`config.mk`:
```
export PLATFORM = sky130hd
export DESIGN_NAME = pll_lock_supervisor
export DESIGN_NICKNAME = d
export VERILOG_FILES = /design/src/rtl/pll_lock_supervisor.sv
export SDC_FILE = /design/constraint.sdc
export NUM_CORES = 1
export LEC_CHECK = 0
export ABC_CLOCK_PERIOD_IN_PS = 2100
export BUFFER_PORTS_ARGS = -buffer_cell sky130_fd_sc_hd__buf_2
export CAP_MARGIN = 15
export CORE_MARGIN = 4
export CORE_UTILIZATION = 42
export CTS_BUF_LIST = sky130_fd_sc_hd__clkbuf_8
export CTS_CLUSTER_SIZE = 25
export DETAILED_ROUTE_END_ITERATION = 6
export PLACE_DENSITY = 0.68
export SLEW_MARGIN = 30
export SYNTH_ARGS = -nofsm -noshare
export SYNTH_HDL_FRONTEND = slang
export SYNTH_SLANG_ARGS = --single-unit
```
`constraint.sdc`:
```
create_clock -name clk_74a -period 2.1 [get_ports clk_74a]
set_input_delay 0.42 -clock clk_74a [delete_from_list [all_inputs] [get_ports clk_74a]]
set_output_delay 0.42 -clock clk_74a [all_outputs]
set_load 0.01 [all_outputs]
```
`src/rtl/pll_lock_supervisor.sv`:
```
// PLL reset/lock supervisor: pulses the PLL reset, waits for stable lock,
// releases the core reset and re-runs the sequence on timeout, lock loss or request.
module pll_lock_supervisor #(
    parameter int RST_CYCLES     = 16,
    parameter int STABLE_CYCLES  = 1024,
    parameter int TIMEOUT_CYCLES = 1048576,
    parameter int CNT_W          = 8
) (
    input  logic             clk_74a,
    input  logic             reset_n,
    input  logic             pll_locked,
    input  logic             restart_req,
    output logic             pll_rst,
    output logic             core_reset_n,
    output logic             running,
    output logic [1:0]       state,
    output logic [CNT_W-1:0] retry_count,
    output logic [CNT_W-1:0] lock_loss_count
);

    localparam int RW = $clog2(RST_CYCLES);
    localparam int SW = $clog2(STABLE_CYCLES + 1);
    localparam int TW = $clog2(TIMEOUT_CYCLES);

    localparam logic [RW-1:0] RST_LAST    = RW'(RST_CYCLES - 1);
    localparam logic [SW-1:0] STABLE_LAST = SW'(STABLE_CYCLES - 1);
    localparam logic [TW-1:0] TMO_LAST    = TW'(TIMEOUT_CYCLES - 1);

    typedef enum logic [1:0] {
        RESET_PLL = 2'd0,
        WAIT_LOCK = 2'd1,
        RUN       = 2'd2
    } state_t;

    state_t        st;
    logic [1:0]    sync_q;
    logic          locked_s;
    logic [RW-1:0] rst_cnt;
    logic [SW-1:0] stable_cnt;
    logic [TW-1:0] tmo_cnt;

    assign locked_s = sync_q[1];
    assign state    = st;

    // pll_locked comes from the PLL's own clock domain; only the synchronized copy is used.
    always_ff @(posedge clk_74a or negedge reset_n) begin
        if (!reset_n) begin
            sync_q <= 2'b00;
        end else begin
            sync_q <= {sync_q[0], pll_locked};
        end
    end

    always_ff @(posedge clk_74a or negedge reset_n) begin
        if (!reset_n) begin
            st              <= RESET_PLL;
            pll_rst         <= 1'b1;
            core_reset_n    <= 1'b0;
            running         <= 1'b0;
            rst_cnt         <= '0;
            stable_cnt      <= '0;
            tmo_cnt         <= '0;
            retry_count     <= '0;
            lock_loss_count <= '0;
        end else if (restart_req) begin
            st           <= RESET_PLL;
            pll_rst      <= 1'b1;
            core_reset_n <= 1'b0;
            running      <= 1'b0;
            rst_cnt      <= '0;
            stable_cnt   <= '0;
            tmo_cnt      <= '0;
            // A lock drop coinciding with the request is still recorded.
            if (st == RUN && !locked_s && lock_loss_count != '1) begin
                lock_loss_count <= lock_loss_count + 1'b1;
            end
        end else begin
            case (st)
                RESET_PLL: begin
                    if (rst_cnt == RST_LAST) begin
                        st         <= WAIT_LOCK;
                        pll_rst    <= 1'b0;
                        rst_cnt    <= '0;
                        stable_cnt <= '0;
                        tmo_cnt    <= '0;
                    end else begin
                        rst_cnt <= rst_cnt + 1'b1;
                    end
                end
                WAIT_LOCK: begin
                    // Stable completion is tested first so it wins a tie with the timeout.
                    if (locked_s && stable_cnt == STABLE_LAST) begin
                        st           <= RUN;
                        core_reset_n <= 1'b1;
                        running      <= 1'b1;
                        rst_cnt      <= '0;
                        stable_cnt   <= '0;
                        tmo_cnt      <= '0;
                    end else if (tmo_cnt == TMO_LAST) begin
                        st         <= RESET_PLL;
                        pll_rst    <= 1'b1;
                        rst_cnt    <= '0;
                        stable_cnt <= '0;
                        tmo_cnt    <= '0;
                        if (retry_count != '1) begin
                            retry_count <= retry_count + 1'b1;
                        end
                    end else begin
                        stable_cnt <= locked_s ? stable_cnt + 1'b1 : '0;
                        tmo_cnt    <= tmo_cnt + 1'b1;
                    end
                end
                RUN: begin
                    if (!locked_s) begin
                        st           <= RESET_PLL;
                        pll_rst      <= 1'b1;
                        core_reset_n <= 1'b0;
                        running      <= 1'b0;
                        rst_cnt      <= '0;
                        stable_cnt   <= '0;
                        tmo_cnt      <= '0;
                        if (lock_loss_count != '1) begin
                            lock_loss_count <= lock_loss_count + 1'b1;
                        end
                    end
                end
                default: begin
                    st           <= RESET_PLL;
                    pll_rst      <= 1'b1;
                    core_reset_n <= 1'b0;
                    running      <= 1'b0;
                    rst_cnt      <= '0;
                    stable_cnt   <= '0;
                    tmo_cnt      <= '0;
                end
            endcase
        end
    end

endmodule

```
==> results of run 1 <==
## repair_timing
action | 4_1_cts | 5_1_grt
setup buffers | 0 | 5
gates resized for setup | 1 | 4
cloned | 0 | 0
pin swaps | 0 | 1
endpoints found under the setup margin | 4 | 28
## layout make-up
class | count | share of cell area, %
Clock buffer | 10 | 3.964
Clock inverter | 6 | 1.477
Inverter | 4 | 0.4324
Multi-Input combinational cell | 216 | 42.49
Sequential cell | 57 | 41.12
Tap cell | 96 | 3.459
Timing Repair Buffer | 39 | 7.063
## power groups by stage
stage	Combinational (uW)	Sequential, uW	Clock, uW
2_1_floorplan	136	1200	0
3_3_place_gp	202	1200	0
3_5_place_dp	208	1210	0
4_1_cts	210	1190	1010
5_1_grt	249	1190	1070
6_report	217	1190	980
## stage by stage
stage,total power [uW],hold WS [ns],setup WS (ns)
after CTS,2403,0.08163,0.03845
after detailed placement,1413,0.3536,-0.05515
after global placement,1403,0.3659,0.01619
after global routing,2511,0.08688,0.006625
after floorplan,1336,0.1244,0.2830
final,2386,0.08404,0.1174
## sequential cells by signal, summed over array words and instances, names as in the netlist
register         count
running              1
retry_count          8
tmo_cnt             20
state                2
stable_cnt          11
lock_loss_count      8
sync_q               2
rst_cnt              4
pll_rst              1
## synth_stat cells (all sizes together), types with 2 or more instances
cell type	count
ha	5
dfrtp	56
inv	4
nand4	12
o211a	2
and4	4
nor3b	3
and3	11
mux2i	2
o21ai	14
xor2	18
a21oi	14
a22o	3
a2111oi	2
o31ai	3
a21o	4
buf	7
nand3b	3
xnor2	12
nand3	20
a31oi	4
nand2	26
nor2	31
and2	2
nor3	7
or3	2
## cells by family after synthesis
group,after synthesis,synth area share (%)
buffers and inverters,12,2.624
and+or+nand+nor,125,23.20
DFF,57,48.31
xor gates and xnor gates,30,8.891
AOI/OAI and AO/OA,53,13.67
adders and majority gates,5,2.117
muxes,3,1.185
## worst max-delay path, delay by kind of cell (launching register included)
kind	cells	cell delay, ns
DFF	1	0.44
and+or+nand+nor	2	0.16
AOI/OAI and AO/OA	3	0.69
buffers and inverters	2	0.34
adders and majority gates	1	0.24
## worst max path at each step
| stage | slack [ns] | depth (start not counted) | to | start |
|---|---|---|---|---|
| final | 0.12 | 8 | stable_cnt[2] | stable_cnt[0] |
| after global routing | 0.007 | 7 | stable_cnt[8] | stable_cnt[0] |
| after CTS | 0.04 | 6 | tmo_cnt[15] | stable_cnt[0] |
| after detailed placement | -0.06 | 5 | stable_cnt[4] | rst_cnt[0] |
| after global placement | 0.02 | 5 | stable_cnt[2] | rst_cnt[0] |
| after floorplan | 0.28 | 6 | retry_count[1] | stable_cnt[0] |
## layer usage
metal / up-vias / routed length [um]
met3: 9 / 289
met1: 1105 / 2798
met5: - / 0
li1: 1114 / -
met2: 54 / 2767
met4: 0 / 104
==> flow_metrics.tcl, run 1 <==
set metrics [dict create \
    syn_area_um2 2955 \
    clock_pin_slew_of_the_registers_on_the_worst_case_setup_and_hold_paths_ns 0.06 \
    max_cap_viol_count 0 \
    cts_tree "built" \
    netlist_instances 285 \
    synth_nets 294 \
    number_of_global_route_vias_before_repair 2204 \
    critical_path_required_ns 2.32 \
    area_of_the_die_um2 8443 \
    layout.core_utilization_pct 50.82 \
    kind_of_critical_path "reg -> reg" \
    vdd_drop_max_mv 0.3454 \
    grt_util_met1_pct 20.66 \
    p_sw_uw 602.7 \
    worstPathCellList "ha_2 > nand3_2 > buf_4 > o31a_2 > o211ai_4 > buf_4 > nor3b_1 > a21o_1" \
    first_iter_violations 86 \
    finalInstanceArea_um2 3472 \
    cts_root_buffer "sky130_fd_sc_hd__clkbuf_8" \
    timing_max_transition_violations_final 0 \
    layout.cells.most_common_list "56 x sky130_fd_sc_hd__dfrtp_1, 28 x sky130_fd_sc_hd__nor2_1, 26 x sky130_fd_sc_hd__nand2_1" \
    pin_count_of_the_biggest_net_entering_global_routing 58 \
    layout.cells.most_common "sky130_fd_sc_hd__dfrtp_1" \
    layout.cells.non_filler 428 \
    ys_seq_elements 57 \
    grt_usage_pct 15.38 \
    timing.critical_path.fanout_max 8 \
    drt-vias-per-instance 5.332 \
    initial_utilization_pct 43.26 \
    ys.warnings.count 0 \
    fin_worst_skew_ns 0.007060 \
    cp_common_cell "sky130_fd_sc_hd__buf_4" \
    internal_power_uw 1783 \
    grt_setup_unrepaired "no" \
    post-dp-hpwl_mm 4.062 \
    critical_path.slowest_cell "sky130_fd_sc_hd__dfrtp_1" \
    pin_count 25 \
    cts_num_sinks 57 \
    drtAntennaViolNets 0 \
    grt_pass1_wl_mm 10.34 \
    rrSetupSlack_ns 0.12 \
    critical_path.reg2reg.endpoint "stable_cnt[2]" \
    netSwitchingFraction_pct 25.26 \
    drc_markers 0 \
    hold_path.class "in -> async" \
    critical-path-max-stage-delay_ns 0.44 \
    dpl.cell_count 407 \
    drt_pre_antenna_iters 4 \
    busiest_layer "met2" \
    synth_top_area_share_pct 47.42 \
    antennaDiodeCount 0 \
    rows 30 \
    hold_buffer_count_at_cts 0 \
    seq_power_share_pct 49.8 \
    drive_gt1_share_pct 22.59 \
    post-route-period-util_pct 94.41 \
    wirelength_per_cell_um 13.92 \
    layout-area-overhead-vs-synth_pct 17.49 \
    leakagePower_uw 0.001620 \
    io_buffer_count 24 \
    tns_ns 0 \
    share_of_power_burned_in_combinational_logic_pct 9.1 \
    worst_ep_arrival_time_ns 2.21 \
    htree_levels 3 \
    cp-start-kind "flop" \
    post-synth-top-area-cell "sky130_fd_sc_hd__dfrtp_1" \
    outcome "finished clean" \
    synth_flop_cell "sky130_fd_sc_hd__dfrtp_1" \
    clock_power_share_pct 41.1 \
    nFillCells 636 \
    end_kind "flop" \
    die_width_um 91.89 \
    final-seq-area_um2 1428 \
    async_set_or_reset_register_ratio_after_synthesis_pct 100.0 \
    period_minus_slack_ns 1.983 \
    chipHeight_um 91.89 \
    multi_input_area_um2 1475 \
    worst_case_headroom_to_the_max_slew_limit_pct 64.45 \
    yosys.cell_types.count 52 \
    num_vias 2282 \
    finalWirelength_mm 5.959 \
    synthTopCellsByArea "sky130_fd_sc_hd__dfrtp_1 47%, sky130_fd_sc_hd__xor2_1 5.3%, sky130_fd_sc_hd__nor2_1 3.6%" \
    layout.nets 336 \
    synth-edff-count 0 \
    r2r_start "stable_cnt[0]" \
    placer_s_final_routability_congestion_estimate 0.7977 \
    floorplan.core_area_um2 6832 \
    antenna_found_initial 0 \
    rr_worst_depth 8 \
    grtUsageMet3_pct 5.332 \
    postSynthAreaPerCell_um2 10.37 \
    seq_area_frac_synth_pct 48.31 \
    clock_latency_at_the_later_pin_of_the_worst_skew_pair_ns 0.33 \
    setup-violations-final 0 \
    post_dp_cell_area_um2 3221 \
    ctsLongestPathBuffers 2 \
    grt_use_met2_pct 23.11 \
    power_density_nw_per_um2 687.3 \
    fmaxAchievable_mhz 504.4 \
    worst-slew-pin-transition_ns 0.5333 \
    grt_overflow 0 \
    timing.final.hold_violations 0 \
    number_of_buffers_created_by_cts 9 \
]
(Power assumes the default switching activity.)
==> run 2: changes to the inputs <==
Settings changed: CELL_PAD_IN_SITES_DETAIL_PLACEMENT set to 0, CELL_PAD_IN_SITES_GLOBAL_PLACEMENT set to 1, PLACE_DENSITY 0.68 to 0.81.
==> run 2 against run 1 <==
Against the previous run: non-clock buffer count unchanged; final cell count grew 0.23%; sequential share of layout area fell by 0.32 points; total power rose by 3.6%; worst hold slack lost 0.0067 ns; clock power is 9% higher; sequential cell count unchanged; largest cell class unchanged.
==> flow_metrics.tcl, run 2 (synthesis gave the netlist of run 1 again) <==
set metrics [dict create \
    outcome "finished clean" \
    cts_root_buffer "sky130_fd_sc_hd__clkbuf_8" \
    finalInstanceArea_um2 3502 \
    fin_worst_skew_ns 0.006362 \
    htree_levels 3 \
    hold_path.class "in -> async" \
    critical-path-max-stage-delay_ns 0.41 \
    layout.core_utilization_pct 51.26 \
    drtAntennaViolNets 0 \
    worstPathBufferInverterCount 2 \
    drc_markers 0 \
    pin_count_of_the_biggest_net_entering_global_routing 58 \
    layout.nets 337 \
    layout.cells.most_common "sky130_fd_sc_hd__dfrtp_1" \
    cp_top_family "compound AO/OA/AOI/OAI gates" \
    hold_ws_ns 0.07738 \
    grt_pass1_wl_mm 9.949 \
    layout_top_registers "tmo_cnt x20, stable_cnt x11" \
    layout.cells.most_common_list "55 x sky130_fd_sc_hd__dfrtp_1, 28 x sky130_fd_sc_hd__nor2_1, 26 x sky130_fd_sc_hd__nand2_1" \
    chipHeight_um 91.89 \
    period_minus_slack_ns 1.925 \
    grt_usage_pct 14.69 \
    clock_latency_at_the_later_pin_of_the_worst_skew_pair_ns 0.34 \
    finalWirelength_mm 5.926 \
    antennaDiodeCount 0 \
    fmaxAchievable_mhz 519.6 \
    worstPathCellList "ha_2 > nand3_2 > buf_4 > o31a_2 > o21ai_0 > buf_4 > o21ai_0 > o2bb2ai_1" \
    wirelength_per_cell_um 13.81 \
    layout-area-overhead-vs-synth_pct 18.50 \
    io_buffer_count 24 \
    num_vias 2237 \
    cts_tree "built" \
    setup-violations-final 0 \
    tns_ns 0 \
    drive_gt1_share_pct 23.42 \
    grt_overflow 0 \
    critical_path_required_ns 2.32 \
    critical_path.reg2reg.endpoint "tmo_cnt[2]" \
    max_reg_flops 20 \
    initial_utilization_pct 43.26 \
    first_iter_violations 143 \
    post_dp_cell_area_um2 3236 \
    critical_path.slowest_cell "sky130_fd_sc_hd__dfrtp_1" \
    grt_setup_unrepaired "no" \
    rows 30 \
    die_width_um 91.89 \
    max_flop_register "tmo_cnt" \
    timing_max_transition_violations_final 0 \
    cp-start-kind "flop" \
    rr_worst_depth 8 \
    antenna_found_initial 0 \
    timing.critical_path.fanout_max 5 \
    ctsLongestPathBuffers 2 \
    placer_s_final_routability_congestion_estimate 0.7786 \
    post-dp-hpwl_mm 3.937 \
    worst-slew-pin-transition_ns 0.5510 \
    hold_buffer_count_at_cts 0 \
    leakagePower_uw 0.001625 \
    timing.final.hold_violations 0 \
    worst_ep_arrival_time_ns 2.15 \
    critical_path_cell_count 8 \
    post-route-period-util_pct 91.65 \
    kind_of_critical_path "reg -> reg" \
    end_kind "flop" \
    pin_count 25 \
    number_of_buffers_created_by_cts 9 \
    worst_case_headroom_to_the_max_slew_limit_pct 63.26 \
    max_cap_viol_count 0 \
    number_of_global_route_vias_before_repair 2058 \
    vdd_drop_max_mv 0.3948 \
    r2r_start "stable_cnt[1]" \
    clock_pin_slew_of_the_registers_on_the_worst_case_setup_and_hold_paths_ns 0.07 \
    cts_num_sinks 57 \
    floorplan.core_area_um2 6832 \
    drt_pre_antenna_iters 4 \
    area_of_the_die_um2 8443 \
    rrSetupSlack_ns 0.18 \
    drt-vias-per-instance 5.214 \
    power_density_nw_per_um2 705.6 \
]
run 2: cell count changes in the layout (fill, tap and decap cells not counted):
cell | previous run | this run
sky130_fd_sc_hd__o211a_2 | 0 | 1
sky130_fd_sc_hd__o211ai_2 | 0 | 1
sky130_fd_sc_hd__o211a_1 | 2 | 1
sky130_fd_sc_hd__clkinv_2 | 2 | 1
sky130_fd_sc_hd__inv_1 | 7 | 6
sky130_fd_sc_hd__ha_1 | 3 | 4
sky130_fd_sc_hd__clkbuf_8 | 10 | 12
sky130_fd_sc_hd__ha_2 | 2 | 1
sky130_fd_sc_hd__dfrtp_2 | 0 | 1
sky130_fd_sc_hd__dfrtp_1 | 56 | 55
run 2: worst max-delay path by stage:
| stage | startpoint | to | slack (ns) |
|---|---|---|---|
| after floorplan | stable_cnt[0] | retry_count[1] | 0.28 |
| after global placement | rst_cnt[0] | stable_cnt[2] | 0.0004 |
| after detailed placement | rst_cnt[0] | stable_cnt[2] | -0.07 |
| after CTS | stable_cnt[0] | tmo_cnt[7] | 0.05 |
| after global routing | stable_cnt[1] | tmo_cnt[2] | 0.005 |
| final | stable_cnt[1] | tmo_cnt[2] | 0.18 |
run 2: layout make-up:
class                   count  area (um2)
well taps                  96       120.1
fillers                   644        3329
clock inverters             4       42.54
multi-input cells         217        1485
repair buffers             39       245.2
clock buffers              12       165.2
flip-flops and latches     57        1429
inverters                   4       15.01
run 2: through the flow:
stage               setup WS [ns]  total power (uW)  std cells
finish                     0.1753              2471        429
global route             0.004895              2598        429
CTS                       0.04990              2497        425
detailed placement       -0.06831              1418        409
global placement        0.0004221              1413        409
floorplan                  0.2830              1336        285
run 2: timing repair:
action                     in CTS  in global routing
setup endpoints to repair       4                 24
gates cloned                    0                  1
gates resized for setup         1                  5
setup buffers                   0                  3
pin swaps                       0                  1
run 2: layer usage:
metal,share of wire [%],GRT usage (%),wire length (um),vias up
li1,-,-,-,1115
met1,49,20.42,2933,1070
met2,45,21.78,2650,43
met3,4.2,4.102,247,9
met4,1.6,5.569,95,0
met5,0,0,0,-
run 2: report_power, final:
group	leakage [uW]	switching (uW)	internal (uW)	total, uW
clock network	0.000115	431	635	1070
registers	0.000781	42.5	1140	1180
logic	0.000730	139	84.4	224
==> run 3: changes to the inputs <==
Settings changed: PLACE_DENSITY 0.81 to not set, PLACE_DENSITY_LB_ADDON set to 0.25.
==> run 3 against run 2 <==
Against the previous run: sequential power about the same; clock-buffer cell count shrank 1; largest cell class unchanged; sequential share of layout area down 0.17 points.
==> flow_metrics.tcl, run 3 (synthesis gave the netlist of run 1 again) <==
set metrics [dict create \
    outcome "finished clean" \
    timing_max_transition_violations_final 0 \
    p_sw_uw 592.2 \
    post-route-period-util_pct 92.60 \
    max_flop_register "tmo_cnt" \
    pin_count_of_the_biggest_net_entering_global_routing 58 \
    number_of_global_route_vias_before_repair 2166 \
    crit_start "stable_cnt[0]" \
    timing.final.hold_violations 0 \
    hold_path.class "in -> async" \
    netSwitchingFraction_pct 24.29 \
    io_buffer_count 24 \
    share_of_power_burned_in_combinational_logic_pct 10.6 \
    grt_use_met2_pct 23.42 \
    kind_of_critical_path "reg -> reg" \
    max_cap_viol_count 0 \
    critical_path.reg2reg.endpoint "tmo_cnt[2]" \
    max_reg_flops 20 \
    grt_util_met1_pct 22.13 \
    worst_case_headroom_to_the_max_slew_limit_pct 62.53 \
    end_kind "flop" \
    htree_levels 3 \
    layout.cells.non_filler 431 \
    die_width_um 91.89 \
    worst_ep_arrival_time_ns 2.15 \
    layout_top_registers "tmo_cnt x20, stable_cnt x11" \
    layout.cells.most_common_list "55 x sky130_fd_sc_hd__dfrtp_1, 28 x sky130_fd_sc_hd__nor2_1, 26 x sky130_fd_sc_hd__nand2_1" \
    initial_utilization_pct 43.26 \
    post-place-ws_ns -0.01029 \
    worst_slack_ns 0.1553 \
    grt_usage_pct 15.90 \
    grt_overflow 0 \
    internal_power_uw 1845 \
    layout.cells.most_common "sky130_fd_sc_hd__dfrtp_1" \
    num_vias 2250 \
    nFillCells 654 \
    drt_pre_antenna_iters 4 \
    finalWirelength_mm 6.076 \
    dpl.cell_count 414 \
    period_minus_slack_ns 1.945 \
    antennaDiodeCount 0 \
    first_iter_violations 100 \
    vdd_drop_max_mv 0.3001 \
    leakagePower_uw 0.001639 \
    worst-slew-pin-transition_ns 0.5621 \
    grtUsageMet3_pct 3.692 \
    wirelength_per_cell_um 14.10 \
    grt_pass1_wl_mm 10.61 \
    rr_worst_depth 8 \
    cts_num_sinks 57 \
    chipHeight_um 91.89 \
    tns_ns 0 \
    drtAntennaViolNets 0 \
    timing.critical_path.fanout_max 6 \
    cts_root_buffer "sky130_fd_sc_hd__clkbuf_8" \
    pin_count 25 \
    rrSetupSlack_ns 0.16 \
    cts_tree "built" \
    post-dp-hpwl_mm 4.170 \
    critical_path_required_ns 2.31 \
    r2r_start "stable_cnt[0]" \
    busiest_layer "met2" \
    drive_gt1_share_pct 24.18 \
    fin_worst_skew_ns 0.009934 \
    ctsLongestPathBuffers 2 \
    layout-area-overhead-vs-synth_pct 19.01 \
    clock_power_share_pct 41.1 \
    hold_ws_ns 0.08619 \
    rows 30 \
    power_density_nw_per_um2 693.1 \
    clock_latency_at_the_later_pin_of_the_worst_skew_pair_ns 0.32 \
    seq_power_share_pct 48.2 \
    hold_buffer_count_at_cts 0 \
    setup-violations-final 0 \
    layout.nets 340 \
    floorplan.core_area_um2 6832 \
    placer_s_final_routability_congestion_estimate 0.7550 \
    drt-vias-per-instance 5.220 \
    number_of_buffers_created_by_cts 9 \
    area_of_the_die_um2 8443 \
    fmaxAchievable_mhz 514.2 \
    drc_markers 0 \
    cp-start-kind "flop" \
    clock_pin_slew_of_the_registers_on_the_worst_case_setup_and_hold_paths_ns 0.07 \
    grt_setup_unrepaired "no" \
    antenna_found_initial 0 \
]
run 3: cell types whose count changed in the layout (fill, tap and decap cells not counted):
cell / delta
sky130_fd_sc_hd__nand3_4: -1
sky130_fd_sc_hd__buf_4: +2
sky130_fd_sc_hd__buf_12: +1
sky130_fd_sc_hd__nand3_2: +1
sky130_fd_sc_hd__clkbuf_8: -1
sky130_fd_sc_hd__clkinv_2: +1
sky130_fd_sc_hd__inv_1: -1
run 3: power by group through the flow:
stage                     logic (uW)  clock network, uW  registers [uW]
final                            259               1000            1180
after global routing             293               1100            1180
after CTS                        259               1040            1170
after detailed placement         257                  0            1190
after global placement           257                  0            1190
after floorplan                  136                  0            1200
run 3: routing by layer:
layer  wire, um  part of all wire [%]
met1       3012                    50
met4         54                  0.89
met2       2742                    45
met3        267                   4.4
met5          0                     0
run 3: cell type report:
| type | instances | area [um2] | area share (%) |
|---|---|---|---|
| Clock inverter | 4 | 43.79 | 1.245 |
| Clock buffer | 11 | 151.4 | 4.305 |
| Inverter | 4 | 15.01 | 0.4269 |
| Multi-Input combinational cell | 217 | 1478 | 42.01 |
| Sequential cell | 57 | 1429 | 40.63 |
| Tap cell | 96 | 120.1 | 3.415 |
| Timing Repair Buffer | 42 | 280.3 | 7.969 |
run 3: how the worst max path moves through the flow:
stage	to	slack [ns]	depth (start not counted)
after floorplan	retry_count[1]	0.28	6
after global placement	stable_cnt[4]	0.05	6
after detailed placement	stable_cnt[2]	-0.01	6
after CTS	stable_cnt[4]	0.03	5
after global routing	tmo_cnt[2]	0.02	8
final	tmo_cnt[2]	0.16	8
run 3: metrics by stage:
| stage | power [uW] | utilization [%] | cell area (um2) |
|---|---|---|---|
| floorplan | 1336 | - | 2955 |
| global placement | 1449 | 48.10 | 3286 |
| detailed placement | 1452 | 48.10 | 3286 |
| CTS | 2477 | 50.95 | 3481 |
| global route | 2572 | 51.48 | 3517 |
| finish | 2438 | 51.48 | 3517 |
run 3: critical path, cell delays in order, from the launching register on:
cell and delay, ns:
sky130_fd_sc_hd__dfrtp_2 0.41, sky130_fd_sc_hd__ha_1 0.23, sky130_fd_sc_hd__nand3_2 0.12, sky130_fd_sc_hd__buf_4 0.17, sky130_fd_sc_hd__o31a_2 0.41, sky130_fd_sc_hd__o21ai_0 0.10
sky130_fd_sc_hd__buf_4 0.15, sky130_fd_sc_hd__o21ai_0 0.07, sky130_fd_sc_hd__o2bb2ai_1 0.16
run 3: what timing repair did:
item / in CTS / in global routing
setup buffers: 0 / 1
resized for setup: 0 / 4
endpoints found under the setup margin: 0 / 8
endpoints found under the hold margin: 0 / 0
